File: config.mk
export PLATFORM = sky130hd
export DESIGN_NAME = unpool_upsample_stream
export DESIGN_NICKNAME = d
export VERILOG_FILES = /design/src/rtl/unpool_upsample_stream.sv
export SDC_FILE = /design/constraint.sdc
export NUM_CORES = 1
export LEC_CHECK = 0
export CORE_MARGIN = 10
export CORE_UTILIZATION = 29
export DETAILED_ROUTE_END_ITERATION = 6
export GPL_TIMING_DRIVEN = 0
export MAX_ROUTING_LAYER = met4
export SLEW_MARGIN = 30
export SYNTH_ARGS = -nofsm -noshare
export SYNTH_HDL_FRONTEND = slang
export SYNTH_SLANG_ARGS = --single-unit
File: constraint.sdc
create_clock -name clk -period 3.92 [get_ports clk]
set_input_delay 0.784 -clock clk [delete_from_list [all_inputs] [get_ports clk]]
set_output_delay 0.784 -clock clk [all_outputs]
set_load 0.03 [all_outputs]
File: src/rtl/unpool_upsample_stream.sv
// rtl/unpool_upsample_stream.sv - streaming 2x nearest-neighbour upsampler (one channel, raster in/out)
//
// Purpose:
//   Accepts an InputH x InputW pixel raster and emits a (2*InputH) x (2*InputW)
//   raster in which every input pixel covers a 2x2 output block. Each input row
//   is captured in a line buffer and then replayed twice (EMIT_A, EMIT_B). In
//   each replay, every pixel is sent twice in a row.
//
// Optional feature (macro UNPOOL_PINGPONG_EN):
//   When defined, two line buffers are used. The next row loads while the
//   current row is being emitted, and rows chain back-to-back without a bubble.
//   When undefined, a single buffer is used and input is blocked during emission.
//
// Ports:
//   clk        rising-edge clock
//   rst_n      asynchronous active-low reset
//   in_data    input pixel, raster order
//   in_valid   in_data valid
//   in_ready   block can accept in_data this cycle
//   out_data   upsampled pixel, raster order (registered)
//   out_valid  out_data valid
//   out_ready  downstream accepts out_data
//   out_last   high with final pixel of the output frame (registered)
//   busy       high from first accepted input pixel until final output beat accepted

module unpool_upsample_stream #(
   parameter int DATA_WIDTH = 16,
   parameter int InputH     = 14,
   parameter int InputW     = 14
) (
   input  logic                  clk,
   input  logic                  rst_n,
   input  logic [DATA_WIDTH-1:0] in_data,
   input  logic                  in_valid,
   output logic                  in_ready,
   output logic [DATA_WIDTH-1:0] out_data,
   output logic                  out_valid,
   input  logic                  out_ready,
   output logic                  out_last,
   output logic                  busy
);

   localparam int CW = $clog2(InputW);
   // Beat index covers 0..2*InputW-1, which always needs exactly one more bit than the column.
   localparam int KW = CW + 1;
   localparam int RW = (InputH > 1) ? $clog2(InputH) : 1;

   localparam logic [CW-1:0] WC_LAST = CW'(InputW - 1);
   localparam logic [KW-1:0] K_LAST  = KW'(2 * InputW - 1);
   localparam logic [RW-1:0] RC_LAST = RW'(InputH - 1);

   typedef enum logic [1:0] {
      S_LOAD   = 2'd0,
      S_EMIT_A = 2'd1,
      S_EMIT_B = 2'd2
   } state_t;

   state_t state, state_nxt;

   logic [CW-1:0]         wc;
   logic [KW-1:0]         k;
   logic [RW-1:0]         rc;
   logic [KW-1:0]         k_inc;
   logic [CW-1:0]         rd_col;
   logic [DATA_WIDTH-1:0] rd_pix;

   logic in_acc;
   logic out_acc;
   logic row_in_done;
   logic beat_last;
   logic row_out_done;
   logic can_start;
   logic can_chain;
   logic start_emit;
   logic frame_idle_end;

   logic [DATA_WIDTH-1:0] line_a [InputW];

`ifdef UNPOOL_PINGPONG_EN
   logic [DATA_WIDTH-1:0] line_b [InputW];
   logic [1:0]            full;
   logic                  wb;
   logic                  eb;
   logic                  rd_sel;
`endif

   // ------------------------------------------------------------------
   // Handshake and sequencing conditions
   // ------------------------------------------------------------------
   assign in_acc       = in_valid & in_ready;
   assign out_acc      = out_valid & out_ready;
   assign row_in_done  = in_acc & (wc == WC_LAST);
   assign beat_last    = (k == K_LAST);
   assign row_out_done = out_acc & beat_last & (state == S_EMIT_B);
   assign out_valid    = (state != S_LOAD);
   assign k_inc        = k + 1'b1;

   // Column of the beat that will be presented after the current transition:
   // beat 0 of a fresh pass, or (k+1)>>1 while walking through a pass.
   assign rd_col = (start_emit || ((state == S_EMIT_A) && beat_last)) ? '0 : k_inc[KW-1:1];

`ifdef UNPOOL_PINGPONG_EN
   assign in_ready  = rst_n & ~full[wb];
   // Bypass the full flag on the cycle the last pixel lands so emission
   // starts the very next cycle; column 0 is already stored because InputW >= 2.
   assign can_start = full[eb] | (row_in_done & (wb == eb));
   assign can_chain = full[~eb] | (row_in_done & (wb != eb));
   assign rd_sel    = (start_emit && (state == S_EMIT_B)) ? ~eb : eb;
   assign rd_pix    = rd_sel ? line_b[rd_col] : line_a[rd_col];
`else
   assign in_ready  = rst_n & (state == S_LOAD);
   assign can_start = row_in_done;
   assign can_chain = 1'b0;
   assign rd_pix    = line_a[rd_col];
`endif

   // Frame ends with nothing of the next frame already in flight.
   assign frame_idle_end = out_acc & out_last & ~can_chain & (wc == '0);

   // ------------------------------------------------------------------
   // FSM
   // ------------------------------------------------------------------
   always_ff @(posedge clk or negedge rst_n) begin
      if (!rst_n) begin
         state <= S_LOAD;
      end else begin
         state <= state_nxt;
      end
   end

   always_comb begin
      state_nxt  = state;
      start_emit = 1'b0;
      case (state)
         S_LOAD: begin
            if (can_start) begin
               state_nxt  = S_EMIT_A;
               start_emit = 1'b1;
            end
         end
         S_EMIT_A: begin
            if (out_acc && beat_last) begin
               state_nxt = S_EMIT_B;
            end
         end
         S_EMIT_B: begin
            if (out_acc && beat_last) begin
               if (can_chain) begin
                  state_nxt  = S_EMIT_A;
                  start_emit = 1'b1;
               end else begin
                  state_nxt = S_LOAD;
               end
            end
         end
         default: begin
            state_nxt = S_LOAD;
         end
      endcase
   end

   // ------------------------------------------------------------------
   // Counters and output register
   // ------------------------------------------------------------------
   always_ff @(posedge clk or negedge rst_n) begin
      if (!rst_n) begin
         wc       <= '0;
         k        <= '0;
         rc       <= '0;
         out_data <= '0;
         out_last <= 1'b0;
         busy     <= 1'b0;
      end else begin
         if (in_acc) begin
            wc <= (wc == WC_LAST) ? '0 : wc + 1'b1;
         end

         if (start_emit) begin
            k        <= '0;
            out_data <= rd_pix;
            out_last <= 1'b0;
         end else if (out_acc) begin
            k <= beat_last ? '0 : k_inc;
            // After the final beat of a row with nothing to chain, out_data
            // simply holds; out_valid drops with the state change.
            if (!row_out_done) begin
               out_data <= rd_pix;
            end
            out_last <= (state == S_EMIT_B) && (k_inc == K_LAST) && (rc == RC_LAST);
         end

         if (row_out_done) begin
            rc <= (rc == RC_LAST) ? '0 : rc + 1'b1;
         end

         busy <= in_acc | (busy & ~frame_idle_end);
      end
   end

`ifdef UNPOOL_PINGPONG_EN
   // Buffer ownership: wb is being written, eb is being (or next to be) emitted.
   // A buffer under emission is always marked full, so wb never equals eb
   // while a pixel is accepted during emission.
   always_ff @(posedge clk or negedge rst_n) begin
      if (!rst_n) begin
         full <= 2'b00;
         wb   <= 1'b0;
         eb   <= 1'b0;
      end else begin
         if (row_in_done) begin
            full[wb] <= 1'b1;
            wb       <= ~wb;
         end
         if (row_out_done) begin
            full[eb] <= 1'b0;
            eb       <= ~eb;
         end
      end
   end
`endif

   // ------------------------------------------------------------------
   // Line buffer storage (contents are don't-care after reset)
   // ------------------------------------------------------------------
   always_ff @(posedge clk) begin
      if (in_acc) begin
`ifdef UNPOOL_PINGPONG_EN
         if (wb) begin
            line_b[wc] <= in_data;
         end else begin
            line_a[wc] <= in_data;
         end
`else
         line_a[wc] <= in_data;
`endif
      end
   end

endmodule
==> summary.txt <==
status: complete, no violations
Highest Clock Rate: 340 MHz
first-pass GRT wire length: 40300 um
Hold Crit Class: in2async
Max Cap Viol: 0
dpl hpwl: 18000 um
Static Leak: 0.00442 uW
routed vias: 6419
crit path from: k[0]$_DFFE_PN0P_
Rows: 69
gr usage total: 12.2%
non-filler cells, final: 1284
count leader, synth: edfxtp_1
initial antenna violation count: 0
Netlist Area Pre-Place: 0.0105 mm^2
Area growth syn-to-layout: 19.9%
Port Buffers: 39
top cell type's share of synthesized area: 64.1%
commonest register cell after synthesis: edfxtp_1
Avg WL per Cell: 20.8 um
Initial Utilization: 29.4%
clock root buffer: clkbuf_16
Die Outline Area: 0.0442 mm^2
Setup crit start kind: flop
DRC: 0
worst vdd ir: 0.325 mV
Total Neg Setup Slack: 0 ns
Syn Area/Cell: 14.6 um^2
largest net degree at the start of global routing: 26
syn nets: 741
Synth async-reset ratio: 12.8%
most frequent cells after synthesis: edfxtp_1 (224), nand2_1 (128), mux2i_1 (44)
Synth area leader: edfxtp_1
fin crit share: 75.1%
share of layout cells above drive strength 1: 14.7%
Bufs on Longest Clock Path: 3
Clk Latency, worst-skew pair: 0.55 ns
CTS hold repair buffers: 0
Antenna Nets Post-Route: 0
Synth area leaders: edfxtp_1 (64%), dfrtp_1 (7.9%), nand2_1 (4.6%), mux2i_1 (4.2%), a221o_1 (2.4%)
Worst Path Required: 4.35 ns
# placed instances: 1234
Top Ports: 40
Worst-Margin Slew: 0.965 ns
Vias/cell: 5.00
Placer Congestion: 0.804
worst setup path class: reg2reg
Netlist cell types: 56
CTS clk-pin slew, worst paths: 0.06 ns
H-tree depth: 1
Worst Skew: 0.0178 ns
total inserted antenna cells: 0
Final Max Slew Viols: 0
CTS sink count: 257
Seq cells post-synth: 257
TritonRoute pass-1 iters: 7
cts repair resizes: 0
RSZ-0062 raised after global routing: false
cts bufs inserted: 27
flop2flop setup slack: 0.98 ns
Worst R2R Start: k[0]$_DFFE_PN0P_
vias in the first global route: 6437
post-synthesis sequential area ratio: 71.9%
CTS tree: built
Final #Nets: 824
Final Hold Fails: 0
Rel. slew slack: 35.3%
setup bufs post-CTS: 0
yosys warns: 0
Iter 0 DRT Violations: 637
Crit. End Element: flop
EDFF count, synth: 224
post-layout min period: 2.94 ns
global route total overflow: 0
Die Y: 210 um
Final Power: 8400 uW
Critical R2R Capture: out_data[13]$_DFFE_PN0P_
Syn Inst Count: 719
setup violators final: 0
r2r worst-path depth: 8
CP arrival: 3.38 ns
core area: 0.0357 mm^2
Die W: 210 um
P per Cell Area: 667 mW/mm^2
final wirelength: 26700 um
critical path peak fanout: 10
==> report_power, final <==
group / switching, uW / internal, uW
Combinational: 1500 / 870
Sequential: 144 / 3210
Clock: 1060 / 1620
Total: 2710 / 5690
==> layout by cell type (no fill, tap or decap), types with 7 or more instances in the layout <==
cell,count
buf_4,15
a221o_1,25
o21ai_0,15
buf_2,18
nand3_1,35
buf_6,11
clkdlybuf4s50_1,38
clkbuf_1,18
nor2_1,23
nand2_1,128
nand4_1,15
clkbuf_16,27
edfxtp_1,224
a21oi_1,17
inv_1,7
dfrtp_1,33
a31oi_1,15
mux2i_1,44
a311oi_1,12
==> state kept, by name, indices dropped and copies added, names as in the netlist <==
register	count
k	5
out_last	1
rc	4
state	2
line_a	224
out_data	16
busy	1
wc	4
==> layer usage <==
| metal | global-route usage [%] | up-vias | part of all wire [%] |
|---|---|---|---|
| met5 | - | - | 0 |
| met4 | 3.25 | 0 | 2.4 |
| met3 | 2.55 | 42 | 7.4 |
| met2 | 18.6 | 228 | 46 |
| met1 | 16.2 | 3235 | 45 |
| li1 | - | 2914 | - |
==> final cells by class <==
class                      count  area (um^2)
buffer                        43          263
clock buffer                  37          753
clock inverter                13          188
fill                        3378        23100
inverter                       9         33.8
multi-input combinational    410         2710
sequential                   257         7550
tap                          461          577
timing repair buffer          54          517
==> cells by family (layout without fill, tap and decap cells) <==
| kind of cell | Yosys count | count (layout) | share of synthesized area (%) |
|---|---|---|---|
| compound gates | 115 | 115 | 8.48 |
| xor+xnor | 7 | 7 | 1.19 |
| fa+ha+maj | 2 | 2 | 0.238 |
| buf+inv | 52 | 156 | 2.82 |
| flops | 257 | 257 | 71.9 |
| mux | 50 | 50 | 5.05 |
| simple gates | 236 | 236 | 10.3 |
==> worst max-delay path by stage <==
stage | to | slack, ns
floorplan | line_a[1][0]$_DFFE_PP_ | 0.56
global placement | line_a[1][12]$_DFFE_PP_ | -2.56
detailed placement | line_a[1][12]$_DFFE_PP_ | 0.49
CTS | out_data[13]$_DFFE_PN0P_ | 0.99
global route | out_data[13]$_DFFE_PN0P_ | 0.84
finish | out_data[13]$_DFFE_PN0P_ | 0.98
==> critical path, cell delays in order (launching register included) <==
cell,delay [ns]
dfrtp_1,0.43
ha_1,0.21
buf_4,0.18
nand4b_1,0.22
a21oi_1,0.11
o21ai_1,0.73
clkbuf_1,0.55
o2111ai_1,0.26
o221ai_1,0.15
==> metrics by stage <==
step / utilization, % / cell area, um^2 / hold slack (ns) / worst slack (ns)
2_1_floorplan: - / 10500 / 0.445 / 0.562
3_3_place_gp: 32.2 / 11500 / 0.461 / -2.56
3_5_place_dp: 32.7 / 11600 / 0.463 / 0.493
4_1_cts: 35.3 / 12600 / 0.111 / 0.989
5_1_grt: 35.3 / 12600 / 0.117 / 0.844
6_report: 35.3 / 12600 / 0.116 / 0.977
No activity file was read; power rests on OpenSTA's default activity.
